==> config.mk <==
export PLATFORM = sky130hd
export DESIGN_NAME = stack_controller_flat
export DESIGN_NICKNAME = d
export VERILOG_FILES = /design/src/rtl/stack_controller_pkg.sv /design/src/rtl/stack_controller_if.sv /design/src/rtl/stack_controller.sv /design/src/flat_wrapper.sv
export SDC_FILE = /design/constraint.sdc
export NUM_CORES = 1
export LEC_CHECK = 0
export ABC_AREA = 1
export CORE_MARGIN = 4
export CORE_UTILIZATION = 50
export CTS_CLUSTER_SIZE = 28
export DETAILED_ROUTE_END_ITERATION = 6
export PLACE_DENSITY = 0.82
export RECOVER_POWER = 25
export SKIP_CTS_REPAIR_TIMING = 1
export SYNTH_ARGS = -nofsm -noshare
export SYNTH_HDL_FRONTEND = slang
export SYNTH_SLANG_ARGS = --single-unit
==> constraint.sdc <==
create_clock -name clk -period 2.2 [get_ports clk]
set_input_delay 0.44 -clock clk [delete_from_list [all_inputs] [get_ports clk]]
set_output_delay 0.44 -clock clk [all_outputs]
set_load 0.03 [all_outputs]
==> src/rtl/stack_controller_pkg.sv <==
// Shared definitions for the stack controller: default sizing and FSM state encoding.
package stack_controller_pkg;

  localparam int DEF_DATA_W = 32;    // width of a stacked word
  localparam int DEF_DEPTH  = 1024;  // number of stack entries
  localparam int DEF_SP_W   = 32;    // stack pointer / memory address width

  typedef enum logic [2:0] {
    S_IDLE,
    S_PUSH,
    S_POP_ADDR,
    S_POP_CAP,
    S_DONE
  } state_e;

endpackage

==> src/rtl/stack_controller_if.sv <==
// Request/status bus between the control unit and the stack controller.
//   master : control unit side (drives push_req/pop_req/push_data, reads status)
//   slave  : stack controller side
interface stack_controller_if #(
  parameter int DATA_W = 32,
  parameter int SP_W   = 32
);
  logic              push_req;
  logic              pop_req;
  logic [DATA_W-1:0] push_data;
  logic              busy;
  logic              done;
  logic [DATA_W-1:0] pop_data;
  logic [SP_W-1:0]   sp;
  logic              full;
  logic              empty;
  logic              overflow_err;
  logic              underflow_err;

  modport master (
    output push_req, pop_req, push_data,
    input  busy, done, pop_data, sp, full, empty, overflow_err, underflow_err
  );

  modport slave (
    input  push_req, pop_req, push_data,
    output busy, done, pop_data, sp, full, empty, overflow_err, underflow_err
  );
endinterface

==> src/rtl/stack_controller.sv <==
// Stack controller: owns the stack pointer and sequences push/pop accesses to
// the stack memory. Push takes 2 cycles to done, pop 3, error cases 1.
// Ports:
//   clk, reset        : clock, synchronous active-high reset
//   req_if (slave)    : requests from the control unit, status back
//   mem_sp_o          : stack memory address (registered)
//   mem_push_o        : memory write strobe (registered)
//   mem_pop_o         : memory read strobe (registered)
//   mem_data_in_o     : memory write data (registered)
//   mem_data_out_i    : memory read data
module stack_controller
  import stack_controller_pkg::*;
#(
  parameter int DATA_W = DEF_DATA_W,
  parameter int DEPTH  = DEF_DEPTH,
  parameter int SP_W   = DEF_SP_W
) (
  input  logic              clk,
  input  logic              reset,
  stack_controller_if.slave req_if,
  output logic [SP_W-1:0]   mem_sp_o,
  output logic              mem_push_o,
  output logic              mem_pop_o,
  output logic [DATA_W-1:0] mem_data_in_o,
  input  logic [DATA_W-1:0] mem_data_out_i
);

  state_e            state_q, state_d;
  logic [SP_W-1:0]   sp_q, sp_d;
  logic [DATA_W-1:0] pop_data_q, pop_data_d;
  logic              ovf_q, ovf_d;
  logic              unf_q, unf_d;
  logic [SP_W-1:0]   mem_sp_q, mem_sp_d;
  logic              mem_push_q, mem_push_d;
  logic              mem_pop_q, mem_pop_d;
  logic [DATA_W-1:0] mem_wdata_q, mem_wdata_d;

  logic full, empty;
  assign full  = (sp_q == SP_W'(DEPTH));
  assign empty = (sp_q == '0);

  always_comb begin
    state_d     = state_q;
    sp_d        = sp_q;
    pop_data_d  = pop_data_q;
    ovf_d       = ovf_q;
    unf_d       = unf_q;
    mem_sp_d    = mem_sp_q;
    mem_push_d  = 1'b0;
    mem_pop_d   = 1'b0;
    mem_wdata_d = mem_wdata_q;
    unique case (state_q)
      S_IDLE: begin
        // push has priority; a simultaneous pop is dropped
        if (req_if.push_req) begin
          if (full) begin
            ovf_d   = 1'b1;
            state_d = S_DONE;
          end else begin
            mem_sp_d    = sp_q;
            mem_wdata_d = req_if.push_data;
            mem_push_d  = 1'b1;
            state_d     = S_PUSH;
          end
        end else if (req_if.pop_req) begin
          if (empty) begin
            unf_d   = 1'b1;
            state_d = S_DONE;
          end else begin
            // sp drops on entry so the address already points at the top word
            sp_d      = sp_q - SP_W'(1);
            mem_sp_d  = sp_q - SP_W'(1);
            mem_pop_d = 1'b1;
            state_d   = S_POP_ADDR;
          end
        end
      end
      S_PUSH: begin
        sp_d    = sp_q + SP_W'(1);
        state_d = S_DONE;
      end
      S_POP_ADDR: begin
        // keep the read strobe up for the capture cycle
        mem_pop_d = 1'b1;
        state_d   = S_POP_CAP;
      end
      S_POP_CAP: begin
        pop_data_d = mem_data_out_i;
        state_d    = S_DONE;
      end
      S_DONE:  state_d = S_IDLE;
      default: state_d = S_IDLE;
    endcase
  end

  always_ff @(posedge clk) begin
    if (reset) begin
      state_q     <= S_IDLE;
      sp_q        <= '0;
      pop_data_q  <= '0;
      ovf_q       <= 1'b0;
      unf_q       <= 1'b0;
      mem_sp_q    <= '0;
      mem_push_q  <= 1'b0;
      mem_pop_q   <= 1'b0;
      mem_wdata_q <= '0;
    end else begin
      state_q     <= state_d;
      sp_q        <= sp_d;
      pop_data_q  <= pop_data_d;
      ovf_q       <= ovf_d;
      unf_q       <= unf_d;
      mem_sp_q    <= mem_sp_d;
      mem_push_q  <= mem_push_d;
      mem_pop_q   <= mem_pop_d;
      mem_wdata_q <= mem_wdata_d;
    end
  end

  assign req_if.busy          = (state_q != S_IDLE);
  assign req_if.done          = (state_q == S_DONE);
  assign req_if.pop_data      = pop_data_q;
  assign req_if.sp            = sp_q;
  assign req_if.full          = full;
  assign req_if.empty         = empty;
  assign req_if.overflow_err  = ovf_q;
  assign req_if.underflow_err = unf_q;

  assign mem_sp_o      = mem_sp_q;
  assign mem_push_o    = mem_push_q;
  assign mem_pop_o     = mem_pop_q;
  assign mem_data_in_o = mem_wdata_q;

endmodule

==> src/flat_wrapper.sv <==
// flat-port wrapper written by rule: the top's interface ports become plain ports
module stack_controller_flat import stack_controller_pkg::*;
#(
  parameter int DATA_W = DEF_DATA_W,
  parameter int DEPTH  = DEF_DEPTH,
  parameter int SP_W   = DEF_SP_W
)
  (clk, reset, mem_sp_o, mem_push_o, mem_pop_o, mem_data_in_o, mem_data_out_i, req_if_push_req, req_if_pop_req, req_if_push_data, req_if_busy, req_if_done, req_if_pop_data, req_if_sp, req_if_full, req_if_empty, req_if_overflow_err, req_if_underflow_err);
  stack_controller_if #(.DATA_W(DATA_W), .SP_W(SP_W)) req_if_i ();
  input  logic clk;
  input  logic reset;
  output logic [SP_W-1:0] mem_sp_o;
  output logic mem_push_o;
  output logic mem_pop_o;
  output logic [DATA_W-1:0] mem_data_in_o;
  input  logic [DATA_W-1:0] mem_data_out_i;
  input wire logic [$bits(req_if_i.push_req)-1:0] req_if_push_req;
  input wire logic [$bits(req_if_i.pop_req)-1:0] req_if_pop_req;
  input wire logic [$bits(req_if_i.push_data)-1:0] req_if_push_data;
  output wire logic [$bits(req_if_i.busy)-1:0] req_if_busy;
  output wire logic [$bits(req_if_i.done)-1:0] req_if_done;
  output wire logic [$bits(req_if_i.pop_data)-1:0] req_if_pop_data;
  output wire logic [$bits(req_if_i.sp)-1:0] req_if_sp;
  output wire logic [$bits(req_if_i.full)-1:0] req_if_full;
  output wire logic [$bits(req_if_i.empty)-1:0] req_if_empty;
  output wire logic [$bits(req_if_i.overflow_err)-1:0] req_if_overflow_err;
  output wire logic [$bits(req_if_i.underflow_err)-1:0] req_if_underflow_err;
  assign req_if_i.push_req = req_if_push_req;
  assign req_if_i.pop_req = req_if_pop_req;
  assign req_if_i.push_data = req_if_push_data;
  assign req_if_busy = req_if_i.busy;
  assign req_if_done = req_if_i.done;
  assign req_if_pop_data = req_if_i.pop_data;
  assign req_if_sp = req_if_i.sp;
  assign req_if_full = req_if_i.full;
  assign req_if_empty = req_if_i.empty;
  assign req_if_overflow_err = req_if_i.overflow_err;
  assign req_if_underflow_err = req_if_i.underflow_err;
  stack_controller #(.DATA_W(DATA_W), .DEPTH(DEPTH), .SP_W(SP_W)) u_core (.clk(clk), .reset(reset), .req_if(req_if_i), .mem_sp_o(mem_sp_o), .mem_push_o(mem_push_o), .mem_pop_o(mem_pop_o), .mem_data_in_o(mem_data_in_o), .mem_data_out_i(mem_data_out_i));
endmodule
# == Word-level counts from Yosys, hierarchy flattened ==
# Index checks and enable logic that the tools add are counted.
# Widths: inputs -> output; s select.
# classes
n_bitwise,3
reduce_logical,12
n_eq_ne,11
n_addsub,2
mux,16
# op_table
cell,count
$mux 32,5
$pmux 32 s2,1
$add 32x1->32 const B,1
$eq 32x11->1 const B,1
$logic_not 32->1,1
$sub 32x1->32 const B,1
$mux 3,4
$reduce_and 4->1,3
$ne 2x2->1 const B,5
$pmux 3 s3,1
$eq 3x2->1 const B,2
$reduce_and 3->1,2
$mux 1,4
$reduce_bool 2->1,2
$eq 3x1->1 const B,1
$eq 3x3->1 const B,1
$logic_not 3->1,1
$ne 3x3->1 const B,1
$not 1->1,3
$reduce_bool 3->1,1
$reduce_or 3->1,1
$pmux 1 s2,1
$reduce_or 2->1,1
# word_totals
inputBits,68
register_bits,135
elab_cells,53
out_inout_bits,136

# == Depth between registers and ports, before layout ==
# logic_depth
depth_word,5
depth_mapped,12
depth_no_buf,12

# == Worst setup path before layout ==
# No wires, ideal clock.
# synth_path
kind,register to register
from,reg u_core.sp_q[0] (netlist: u_core.req_if.sp[0])
to,reg u_core.sp_q[27] (netlist: u_core.req_if.sp[27])
required_ns,2.084
path_slack_ns,0.116
path_stages_with_launch,12
path_buffers,1
setup_time_ns,0.116
arrival_ns,1.968
synth_period_minus_slack_ns,2.084
path_cell_list,dfxtp_1 > clkinv_1 > ha_1 > nand2_2 > nor2_8 > nand3_4 > nor2_4 > a21oi_4 > buf_2 > nand2_1 > nor2_1 > nor2_1
# synth_via
word_cells_on_any_way,9
cone_classes,2 x add/sub; 1 x eq/ne; 4 x mux; 2 x reduce/logical
# synth_rtl
element,line,source
"start, declared",stack_controller.sv:29,"logic [SP_W-1:0] sp_q, sp_d;"
"start signal, assigned",stack_controller.sv:109,sp_q <= sp_d;
$logic_not 32->1,stack_controller.sv:40,assign empty = (sp_q == '0);
named net req_if_empty,flat_wrapper.sv:25,output wire logic [$bits(req_if_i.empty)-1:0] req_if_empty;
$ne 2x2->1 (no line),--,
$reduce_and 4->1 (no line),--,
# The timed path passes the listed nets, and every way through them passes these cells. The select of a mux whose other input is x is not followed.
# A chain may end at the register's enable or synchronous reset.

# == Worst setup path in the final report ==
# layout_path
from,reg u_core.sp_q[0] (netlist: u_core.req_if.sp[0])
to,out req_if_empty
# layout_via
elab_chain_len,1
# layout_rtl
element,line
$logic_not 32->1,stack_controller.sv:40
"end, declared",flat_wrapper.sv:25
# Every way passes these cells.

==> results.sh <==
export IMPL_synth_top_cell_by_area="dfxtp_1"
export IMPL_cts_clk_slew_worst_paths_ps=60
export IMPL_layout_common_cells="nand2_1 (329), nor2_1 (304), clkdlybuf4s50_1 (193)"
export IMPL_ys_warn_count=0
export IMPL_period_needed_ps=2170
export IMPL_intPower_mw=6.81
export IMPL_yosysUniqueCellTypes=35
export IMPL_pwr_share_clk_pct=25.3
export IMPL_critPathLaunchType="register"
export IMPL_max_freq_mhz=461
export IMPL_antenna_found_initial=0
export IMPL_fin_skew_ps=9.67
export IMPL_arrival_ps=1730
export IMPL_io_buffers=203
export IMPL_avgViaCountPerCell=5.18
export IMPL_synth_seq_cells=135
export IMPL_worstPathMaxFanout=4
export IMPL_cts_root_buf="clkbuf_16"
export IMPL_synth_top_area_share_pct=34.6
export IMPL_hold_class="reg2reg"
export IMPL_worstMarginPinSlew_ps=947
export IMPL_drt_first_pass_iters=6
export IMPL_core_area_um2=15300
export IMPL_p_sw_mw=5.31
export IMPL_place_ws_ps=-11.6
export IMPL_cts_buffer_depth=2
export IMPL_syn_avg_cell_area_um2=6.26
export IMPL_reg2reg_slack_ps=40
export IMPL_dr_first_iter_drc_count=725
export IMPL_p_seq_share_pct=26.3
export IMPL_cpPeakStageDelay_ps=310
export IMPL_fin_util_pct=71.5
export IMPL_syn2layout_area_growth_pct=39.6
export IMPL_start_util_pct=51.2
export IMPL_cp_cell_sequence="clkinv_1 > buf_6 > ha_2 > nand2_4 > nor2_8 > nand3_4 > nor2_4 > buf_6"
export IMPL_die_x_um=133
export IMPL_vias=8726
export IMPL_grt_overflow=0
export IMPL_die_area_um2=17700
export IMPL_grt_usage_pct=30.3
export IMPL_dieHeight_um=133
export IMPL_hold_viol=0
export IMPL_slew_violations=0
export IMPL_cpMostUsedCell="buf_6"
export IMPL_io_pin_count=204
export IMPL_layout_commonest_cell="nand2_1"
export IMPL_p_total_mw=12.1
export IMPL_hpwl_um=20000
export IMPL_fin_ws_ps=30.8
export IMPL_nNetsFinal=1532
export IMPL_fin_crit_sh_pct=98.6
export IMPL_p_comb_share_pct=48.4
export IMPL_setup_violations=0
export IMPL_antenna_left=0
export IMPL_synthCells=1249
export IMPL_h_tree_depth=4
export IMPL_fp_row_count=45
export IMPL_cts_buffers=17
export IMPL_crit_path_end_kind="output port"
export IMPL_outcome="completed"
export IMPL_ys_seq_area_share_pct=34.6
export IMPL_critical_path_required_ps=1760
export IMPL_powerDensity_nw_per_um2=1110
export IMPL_ys_top_cells_by_area="dfxtp_1 (35%), nand2_1 (16%), nor2_1 (15%)"
export IMPL_p_sw_share_pct=43.8
export IMPL_cap_violations=0
export IMPL_clock_insertion_delay_worst_skew_ps=430
export IMPL_grt_max_degree=63
export IMPL_cts_tree="built"
export IMPL_relSlewSlack_pct=36.8
export IMPL_syn_area_um2=7820
export IMPL_num_antenna_cells=0
export IMPL_grt_pass1_wl_um=43000
export IMPL_place_gp_congestion=1.02
export IMPL_crit_type="reg2out"
export IMPL_wl_per_cell_um=16.3
export IMPL_grt_pass1_vias=8312
export IMPL_cts_sinks=135
export IMPL_synth_nets=1320
export IMPL_wl_um=27500
export IMPL_irDropWorstVdd_mv=0.685
export IMPL_crit_slowest_cell="dfxtp_1"
export IMPL_drcViolationCount=0
export IMPL_rsz0062_at_grt="true"
export IMPL_leakagePower_nw=4.78
export IMPL_drive_gt1_share_pct=11.3
## layout make-up
type / count / area [µm²]
clock buffer: 18 / 439
clock inverter: 14 / 185
fill: 1277 / 4340
inverter: 86 / 323
multi-input combinational: 954 / 4400
sequential: 135 / 2710
tap: 211 / 264
timing repair buffer: 267 / 2600
## path summary, 6_finish.rpt
check                                   start  cells past startpoint                                to
max reg2reg  u_core.req_if.sp[0]$_SDFFE_PP0P_                     12  u_core.req_if.sp[1]$_SDFFE_PP0P_
min           u_core.mem_sp_o[4]$_SDFFE_PP0P_                      2   u_core.mem_sp_o[4]$_SDFFE_PP0P_
min reg2reg   u_core.mem_sp_o[4]$_SDFFE_PP0P_                      2   u_core.mem_sp_o[4]$_SDFFE_PP0P_
max          u_core.req_if.sp[0]$_SDFFE_PP0P_                      8                      req_if_empty
## Yosys cell counts, drive strengths merged
master  count
a21oi      42
buf        47
clkbuf     27
clkinv      2
dfxtp     135
ha          3
inv        84
nand2     348
nand3      74
nand4       8
nor2      329
nor3        2
o21a        1
o21ai     121
o311ai      1
xnor2       1
xor2       24
## per-stage QoR
stage | setup TNS, ps | hold slack (ps) | instances | cell area, µm²
final | 0 | 464 | 1685 | 10900
after global routing | -80.6 | 480 | 1685 | 10900
after CTS | -598 | 467 | 1682 | 10800
after detailed placement | -11.6 | 456 | 1650 | 10200
after global placement | 0 | 452 | 1650 | 10200
after floorplan | 0 | 470 | 1249 | 7820
## metal layers
metal / global-route usage [%] / up-vias / part of all wire (%)
li1: - / 4323 / -
met5: 0 / - / 0
met2: 50.7 / 408 / 47
met3: 6.05 / 67 / 8.8
met1: 38.1 / 3928 / 41
met4: 12.2 / 0 / 3.2
## logic make-up (layout without fill, tap and decap cells)
group / Yosys count / in the layout / synth area share, %
compound gates: 165 / 165 / 11.4
simple gates: 761 / 761 / 41.2
buf+inv: 160 / 385 / 9.60
xor+xnor: 25 / 25 / 2.80
fa+ha+maj: 3 / 3 / 0.480
flops: 135 / 135 / 34.6
## registers in the layout (all words and copies together), names as in the netlist
| signal | count |
|---|---|
| u_core.req_if.pop_data | 32 |
| u_core.state_q | 3 |
| u_core.req_if.underflow_err | 1 |
| u_core.mem_push_o | 1 |
| u_core.req_if.overflow_err | 1 |
| u_core.mem_data_in_o | 32 |
| u_core.req_if.sp | 32 |
| u_core.mem_pop_o | 1 |
| u_core.mem_sp_o | 32 |
## critical path, delay by kind of cell, from the launching register on
family | cells | cell delay, ps
fa+ha+maj | 1 | 190
buf+inv | 3 | 330
flops | 1 | 310
simple gates | 4 | 470
## power by group through the flow
stage               clock [mW]  sequential (mW)  combinational, mW
floorplan                    0             3.86               3.06
global placement             0             3.22               5.63
detailed placement           0             3.23               5.69
CTS                       3.08             3.18               5.75
global route              3.18             3.24               6.38
finish                    3.06             3.19               5.87
(Power assumes the default switching activity.)
